--- src/rtl/nts_api_master_if.sv ---
// nts_api_master_if: command, API bus and response signals of the NTS API master.
interface nts_api_master_if;
  logic        i_cmd_valid;
  logic        o_cmd_ready;
  logic        i_cmd_we;
  logic [11:0] i_cmd_address;
  logic [31:0] i_cmd_write_data;
  logic [7:0]  i_cmd_length;
  logic        o_api_cs;
  logic        o_api_we;
  logic [11:0] o_api_address;
  logic [31:0] o_api_write_data;
  logic [31:0] i_api_read_data;
  logic        o_rsp_valid;
  logic        i_rsp_ready;
  logic [31:0] o_rsp_read_data;
  logic [11:0] o_rsp_address;
  logic        o_rsp_last;
  logic        o_busy;
  modport master (
    input  i_cmd_valid, i_cmd_we, i_cmd_address, i_cmd_write_data, i_cmd_length,
    input  i_api_read_data, i_rsp_ready,
    output o_cmd_ready, o_api_cs, o_api_we, o_api_address, o_api_write_data,
    output o_rsp_valid, o_rsp_read_data, o_rsp_address, o_rsp_last, o_busy
  );
  modport slave (
    output i_cmd_valid, i_cmd_we, i_cmd_address, i_cmd_write_data, i_cmd_length,
    output i_api_read_data, i_rsp_ready,
    input  o_cmd_ready, o_api_cs, o_api_we, o_api_address, o_api_write_data,
    input  o_rsp_valid, o_rsp_read_data, o_rsp_address, o_rsp_last, o_busy
  );
endinterface

--- src/rtl/nts_api_master.sv ---
// nts_api_master: sole initiator of the 12-bit NTS API bus, command stream in, read responses out.
// Define NTS_API_MASTER_BURST_EN to enable multi-word read bursts (i_cmd_length+1 words).
module nts_api_master #(
  parameter int READ_LATENCY = 1
) (
  input  logic              i_clk,
  input  logic              i_areset_n,
  nts_api_master_if.master  bus
);
  typedef enum logic [1:0] {IDLE, ISSUE, WAIT, RESP} state_e;
  localparam logic [3:0] LAT_LOAD = 4'(READ_LATENCY == 0 ? 0 : READ_LATENCY - 1);
  state_e      state_q, state_d;
  logic        we_q, we_d;
  logic [11:0] addr_q, addr_d, rsp_addr_q, rsp_addr_d;
  logic [31:0] wdata_q, wdata_d, rdata_q, rdata_d;
  logic [3:0]  lat_q, lat_d;
  logic        last;
`ifdef NTS_API_MASTER_BURST_EN
  logic [7:0]  len_q, len_d, cnt_q, cnt_d;
  assign last = cnt_q == len_q;
`else
  assign last = 1'b1;
`endif
  always_comb begin
    state_d    = state_q;
    we_d       = we_q;
    addr_d     = addr_q;
    wdata_d    = wdata_q;
    rdata_d    = rdata_q;
    rsp_addr_d = rsp_addr_q;
    lat_d      = lat_q;
`ifdef NTS_API_MASTER_BURST_EN
    len_d      = len_q;
    cnt_d      = cnt_q;
`endif
    unique case (state_q)
      IDLE: if (bus.i_cmd_valid) begin
        state_d = ISSUE;
        we_d    = bus.i_cmd_we;
        addr_d  = bus.i_cmd_address;
        wdata_d = bus.i_cmd_write_data;
`ifdef NTS_API_MASTER_BURST_EN
        len_d   = bus.i_cmd_length;
        cnt_d   = 8'd0;
`endif
      end
      ISSUE: if (we_q) state_d = IDLE;
        else if (READ_LATENCY == 0) begin
          rdata_d    = bus.i_api_read_data;
          rsp_addr_d = addr_q;
          state_d    = RESP;
        end else begin
          lat_d   = LAT_LOAD;
          state_d = WAIT;
        end
      WAIT: if (lat_q == 4'd0) begin
          rdata_d    = bus.i_api_read_data;
          rsp_addr_d = addr_q;
          state_d    = RESP;
        end else lat_d = lat_q - 4'd1;
      RESP: if (bus.i_rsp_ready) begin
        state_d = last ? IDLE : ISSUE;
        addr_d  = last ? addr_q : addr_q + 12'd1;
`ifdef NTS_API_MASTER_BURST_EN
        cnt_d   = last ? cnt_q : cnt_q + 8'd1;
`endif
      end
      default: state_d = IDLE;
    endcase
  end
  always_ff @(posedge i_clk or negedge i_areset_n) begin
    if (!i_areset_n) begin
      state_q    <= IDLE;
      we_q       <= 1'b0;
      addr_q     <= '0;
      wdata_q    <= '0;
      rdata_q    <= '0;
      rsp_addr_q <= '0;
      lat_q      <= '0;
`ifdef NTS_API_MASTER_BURST_EN
      len_q      <= '0;
      cnt_q      <= '0;
`endif
    end else begin
      state_q    <= state_d;
      we_q       <= we_d;
      addr_q     <= addr_d;
      wdata_q    <= wdata_d;
      rdata_q    <= rdata_d;
      rsp_addr_q <= rsp_addr_d;
      lat_q      <= lat_d;
`ifdef NTS_API_MASTER_BURST_EN
      len_q      <= len_d;
      cnt_q      <= cnt_d;
`endif
    end
  end
  // ready is gated by reset so every output reads 0 while reset is asserted
  assign bus.o_cmd_ready      = i_areset_n && state_q == IDLE;
  assign bus.o_api_cs         = state_q == ISSUE;
  assign bus.o_api_we         = state_q == ISSUE && we_q;
  assign bus.o_api_address    = addr_q;
  assign bus.o_api_write_data = wdata_q;
  assign bus.o_rsp_valid      = state_q == RESP;
  assign bus.o_rsp_read_data  = rdata_q;
  assign bus.o_rsp_address    = rsp_addr_q;
  assign bus.o_rsp_last       = state_q == RESP && last;
  assign bus.o_busy           = state_q != IDLE;
endmodule

--- src/flat_wrapper.sv ---
// flat-port wrapper written by rule: the top's interface ports become plain ports
module nts_api_master_flat 
#(
  parameter int READ_LATENCY = 1
)
  (i_clk, i_areset_n, bus_i_cmd_valid, bus_i_cmd_we, bus_i_cmd_address, bus_i_cmd_write_data, bus_i_cmd_length, bus_i_api_read_data, bus_i_rsp_ready, bus_o_cmd_ready, bus_o_api_cs, bus_o_api_we, bus_o_api_address, bus_o_api_write_data, bus_o_rsp_valid, bus_o_rsp_read_data, bus_o_rsp_address, bus_o_rsp_last, bus_o_busy);
  nts_api_master_if bus_i ();
  input  logic i_clk;
  input  logic i_areset_n;
  input wire logic [$bits(bus_i.i_cmd_valid)-1:0] bus_i_cmd_valid;
  input wire logic [$bits(bus_i.i_cmd_we)-1:0] bus_i_cmd_we;
  input wire logic [$bits(bus_i.i_cmd_address)-1:0] bus_i_cmd_address;
  input wire logic [$bits(bus_i.i_cmd_write_data)-1:0] bus_i_cmd_write_data;
  input wire logic [$bits(bus_i.i_cmd_length)-1:0] bus_i_cmd_length;
  input wire logic [$bits(bus_i.i_api_read_data)-1:0] bus_i_api_read_data;
  input wire logic [$bits(bus_i.i_rsp_ready)-1:0] bus_i_rsp_ready;
  output wire logic [$bits(bus_i.o_cmd_ready)-1:0] bus_o_cmd_ready;
  output wire logic [$bits(bus_i.o_api_cs)-1:0] bus_o_api_cs;
  output wire logic [$bits(bus_i.o_api_we)-1:0] bus_o_api_we;
  output wire logic [$bits(bus_i.o_api_address)-1:0] bus_o_api_address;
  output wire logic [$bits(bus_i.o_api_write_data)-1:0] bus_o_api_write_data;
  output wire logic [$bits(bus_i.o_rsp_valid)-1:0] bus_o_rsp_valid;
  output wire logic [$bits(bus_i.o_rsp_read_data)-1:0] bus_o_rsp_read_data;
  output wire logic [$bits(bus_i.o_rsp_address)-1:0] bus_o_rsp_address;
  output wire logic [$bits(bus_i.o_rsp_last)-1:0] bus_o_rsp_last;
  output wire logic [$bits(bus_i.o_busy)-1:0] bus_o_busy;
  assign bus_i.i_cmd_valid = bus_i_cmd_valid;
  assign bus_i.i_cmd_we = bus_i_cmd_we;
  assign bus_i.i_cmd_address = bus_i_cmd_address;
  assign bus_i.i_cmd_write_data = bus_i_cmd_write_data;
  assign bus_i.i_cmd_length = bus_i_cmd_length;
  assign bus_i.i_api_read_data = bus_i_api_read_data;
  assign bus_i.i_rsp_ready = bus_i_rsp_ready;
  assign bus_o_cmd_ready = bus_i.o_cmd_ready;
  assign bus_o_api_cs = bus_i.o_api_cs;
  assign bus_o_api_we = bus_i.o_api_we;
  assign bus_o_api_address = bus_i.o_api_address;
  assign bus_o_api_write_data = bus_i.o_api_write_data;
  assign bus_o_rsp_valid = bus_i.o_rsp_valid;
  assign bus_o_rsp_read_data = bus_i.o_rsp_read_data;
  assign bus_o_rsp_address = bus_i.o_rsp_address;
  assign bus_o_rsp_last = bus_i.o_rsp_last;
  assign bus_o_busy = bus_i.o_busy;
  nts_api_master #(.READ_LATENCY(READ_LATENCY)) u_core (.i_clk(i_clk), .i_areset_n(i_areset_n), .bus(bus_i));
endmodule
--- config.mk ---
export PLATFORM = sky130hd
export DESIGN_NAME = nts_api_master_flat
export DESIGN_NICKNAME = d
export VERILOG_FILES = /design/src/rtl/nts_api_master_if.sv /design/src/rtl/nts_api_master.sv /design/src/flat_wrapper.sv
export SDC_FILE = /design/constraint.sdc
export NUM_CORES = 1
export LEC_CHECK = 0
export ABC_AREA = 1
export ABC_CLOCK_PERIOD_IN_PS = 3640
export BUFFER_PORTS_ARGS = -buffer_cell sky130_fd_sc_hd__buf_2
export CAP_MARGIN = 20
export CORE_UTILIZATION = 50
export DETAILED_ROUTE_END_ITERATION = 8
export PLACE_DENSITY = 0.85
export SLEW_MARGIN = 10
export SYNTH_ARGS = -nofsm -noshare
export SYNTH_HDL_FRONTEND = slang
export SYNTH_SLANG_ARGS = --single-unit
--- constraint.sdc ---
create_clock -name i_clk -period 3.64 [get_ports i_clk]
set_input_delay 0.364 -clock i_clk [delete_from_list [all_inputs] [get_ports i_clk]]
set_output_delay 0.364 -clock i_clk [all_outputs]
set_load 0.02 [all_outputs]
==> impl_results.md <==
- PortBufs: between 150 and 200
- Req. time, crit path: 3.86 ns
- CP cell instances: inv_1 > ha_1 > nand2_2 > buf_4 > mux2_4
- FF+latch count, synth: 95
- Syn Nets: 453
- Clock latency at the later pin of the worst-skew pair: 0.34 ns
- DIE AREA: 8130 um^2
- Die Span X: 90.2 um
- Worst rel slew slack: 44.0%
- Vias in the first global route: slightly above 3,000
- First-pass GRT wire length: around 14 mm
- Cell Int Power: 2620 uW
- Fin Hold WS: 0.253 ns
- Synth Cell Area: 3890 um^2
- Largest delay share family, worst path: simple AND/OR/NAND/NOR gates
- Crit Path Class: register to register
- Synth top area cells: dfrtp_1 (61%), mux2_2 (8.1%), nand2_1 (6.8%)
- Filler Cells Inserted: 602
- Clock sink count: 95
- Post-CTS Setup Repair Bufs: 0
- Core area: 7370 um^2
- Area Growth Syn to Fin: 28.2%
- Comb pwr share: between 40 and 50%
- Gr usage total: about 22%
- Initial antenna violation count: 0
- WL met3: 405 um
- Final #Nets: 627
- Largest net degree at the start of global routing: 73
- Post-synthesis cell count: 358
- Clk_skew: roughly 0.012 ns
- Area leader, netlist: dfrtp_1
- Maximum clock rate: 442 MHz
- FF-to-FF path depth: 5
- Pins Over Slew Limit: 0
- Final worst-path cycle share: 62.1%
- Total power: 4590 uW
- Detailed-route via count: 2,934
- Routed Antenna Nets: 0
- CTS H-tree lvls: 3
- Setup TNS: 0 ns
- Maximum fanout along the worst path: 35
- Cell Rows: 31
- Peak supply drop: 0.482 mV
- Routed wl met2: 4.53 mm
- Sequential power share: about two fifths
- Final hold violations: 0
- CTS Buffer Depth: 2
- RSZ-0062 raised after global routing: false
- CP max stage cell: nand2_2
- Minimum clock period: around 2.3 ns
- Fraction of layout cells with a size suffix above 1: between 40% and 50%
- CTS root buf: clkbuf_8
- Routed WL: ~8.5 mm
- Post-synthesis sequential area ratio: ~61%
- NetSw: 1970 uW
- Max_cap viols: 0
- Final setup fails: 0
- Gates resized, CTS repair: 0
- Status: completed
- 1st-pass router iterations: 4
- Clock power share: 12.9%
- Io pins: around 180
- GRT Residual Overflow: 0
- Final GP Congestion: around 0.79
- Sw Share: 43.0%
- Syn avg cell area: approximately 11 um^2
- Drt drc: 0
- Highest routed layer: met4
- Post-DP HPWL: 6.47 mm
- CP peak stage delay: 0.63 ns
- Starting density of the core: between 50% and 60%
- Drt wl/cell: 13.4 um
- Cells on Worst Hold Path: 2
- PD cells: between 900 and 1000 nW/um^2
- Clock transition at the registers of the reported paths: 0.09 ns
- Leak Pwr: between 0.002 and 0.003 uW
- Vias per cell: 4.61
- Tightest Pin Transition: 0.837 ns
- Total CTS buffers: 9
- Crit. End Element: register
- CP arrival: 2.48 ns
- Yosys cell types: 22
- Critical path launch point type: register
- CTS tree: done
- Min-Delay Path Class: input pin to register
- ANT cells: 0
- Worst path buffer plus inverter count: 2
- Wire length on met1: 3.35 mm
- Area share of the largest cell type after synthesis: 61.2%
- Number of warning messages in the yosys log: 0
- Die Ht: 90.2 um
- Critical path depth in cells: 5
- DR iter-0 viols: 85
-- cell type report --
| class | count | area [um^2] | share of cell area (%) |
|---|---|---|---|
| Sequential cell | 95 | 2380 | 47.7 |
| Multi-Input combinational cell | 189 | 1180 | 23.8 |
| Timing Repair Buffer | 179 | 913 | 18.3 |
| Inverter | 58 | 218 | 4.37 |
| Clock buffer | 11 | 131 | 2.64 |
| Tap cell | 99 | 124 | 2.49 |
| Clock inverter | 5 | 35.0 | 0.703 |
-- cells in the final DEF (no fill, tap or decap), drive strengths merged, types with 2 or more instances in the layout --
master,synthesis,layout
buf,13,178
dfrtp,95,95
nand2,70,70
inv,58,58
o21ai,44,44
mux2,33,33
nor2,15,15
a21oi,13,13
clkbuf,3,11
ha,6,6
nand3,4,4
clkinv,0,4
nand4,2,2
-- metrics by stage --
stage | util [%] | std cells | area, um^2 | setup WS, ns
final | 67.6 | 636 | 4980 | 1.38
after global routing | 67.6 | 636 | 4980 | 1.21
after CTS | 67.6 | 636 | 4980 | 1.39
after detailed placement | 65.2 | 619 | 4810 | 1.39
after global placement | 65.2 | 619 | 4810 | 1.45
after floorplan | - | 358 | 3890 | 2.13
-- cell families (layout without fill, tap and decap cells) --
kind of cell	Yosys count	after routing	share of synthesized area, %
adder cells (fa/ha/maj)	6	6	1.93
flip-flops	95	95	61.2
AND/OR/NAND/NOR	92	92	9.50
buffers and inverters	74	253	8.44
XOR/XNOR	1	1	0.225
multiplexers	33	33	10.0
AO/OA/AOI/OAI	57	57	8.69
-- registers in the layout, indices dropped and copies added (netlist names), named ones only --
name and flops:
u_core.bus.o_api_write_data 32, u_core.bus.o_rsp_read_data 32, u_core.bus.o_api_address 12, u_core.bus.o_rsp_address 12, u_core.lat_q 4, u_core.state_q 1, u_core.we_q 1
-- synthesized netlist by cell type, drive strengths merged --
library cell,n
nand2,70
ha,6
nand4,2
a21oi,13
clkbuf,3
dfrtp,95
o21ai,44
nor3,1
xor2,1
inv,58
nand3,4
buf,13
mux2,33
nor2,15
-- per-layer routing --
layer | up-vias | track usage [%]
met4 | 0 | 11.4
met2 | 92 | 39.4
met5 | - | 0
met1 | 1366 | 26.0
li1 | 1458 | -
met3 | 18 | 4.48
-- path summary, 6_finish.rpt --
kind,start,endpoint,slack (ns)
min in group asynchronous,i_areset_n,u_core.bus.o_rsp_address[7],0.48
max in group asynchronous,i_areset_n,u_core.bus.o_api_write_data[7],1.98
max reg2reg,u_core.state_q[0],u_core.bus.o_api_write_data[20],1.38
min reg2reg,u_core.bus.o_rsp_read_data[31],u_core.bus.o_rsp_read_data[31],0.48
min,bus_i_cmd_write_data[26],u_core.bus.o_api_write_data[26],0.25
max,u_core.state_q[0],u_core.bus.o_api_write_data[20],1.38
-- power by group through the flow --
stage	registers (uW)	clock network (uW)	logic, uW
2_1_floorplan	2430	0	848
3_3_place_gp	1800	0	2130
3_5_place_dp	1830	0	2200
4_1_cts	1820	614	2210
5_1_grt	1890	659	2360
6_report	1820	593	2180
-- timing repair --
item	in CTS	in global routing
hold endpoints to repair	28	0
hold buffers	1	0
endpoints found under the setup margin	0	0
No activity file was read; power rests on OpenSTA's default activity.
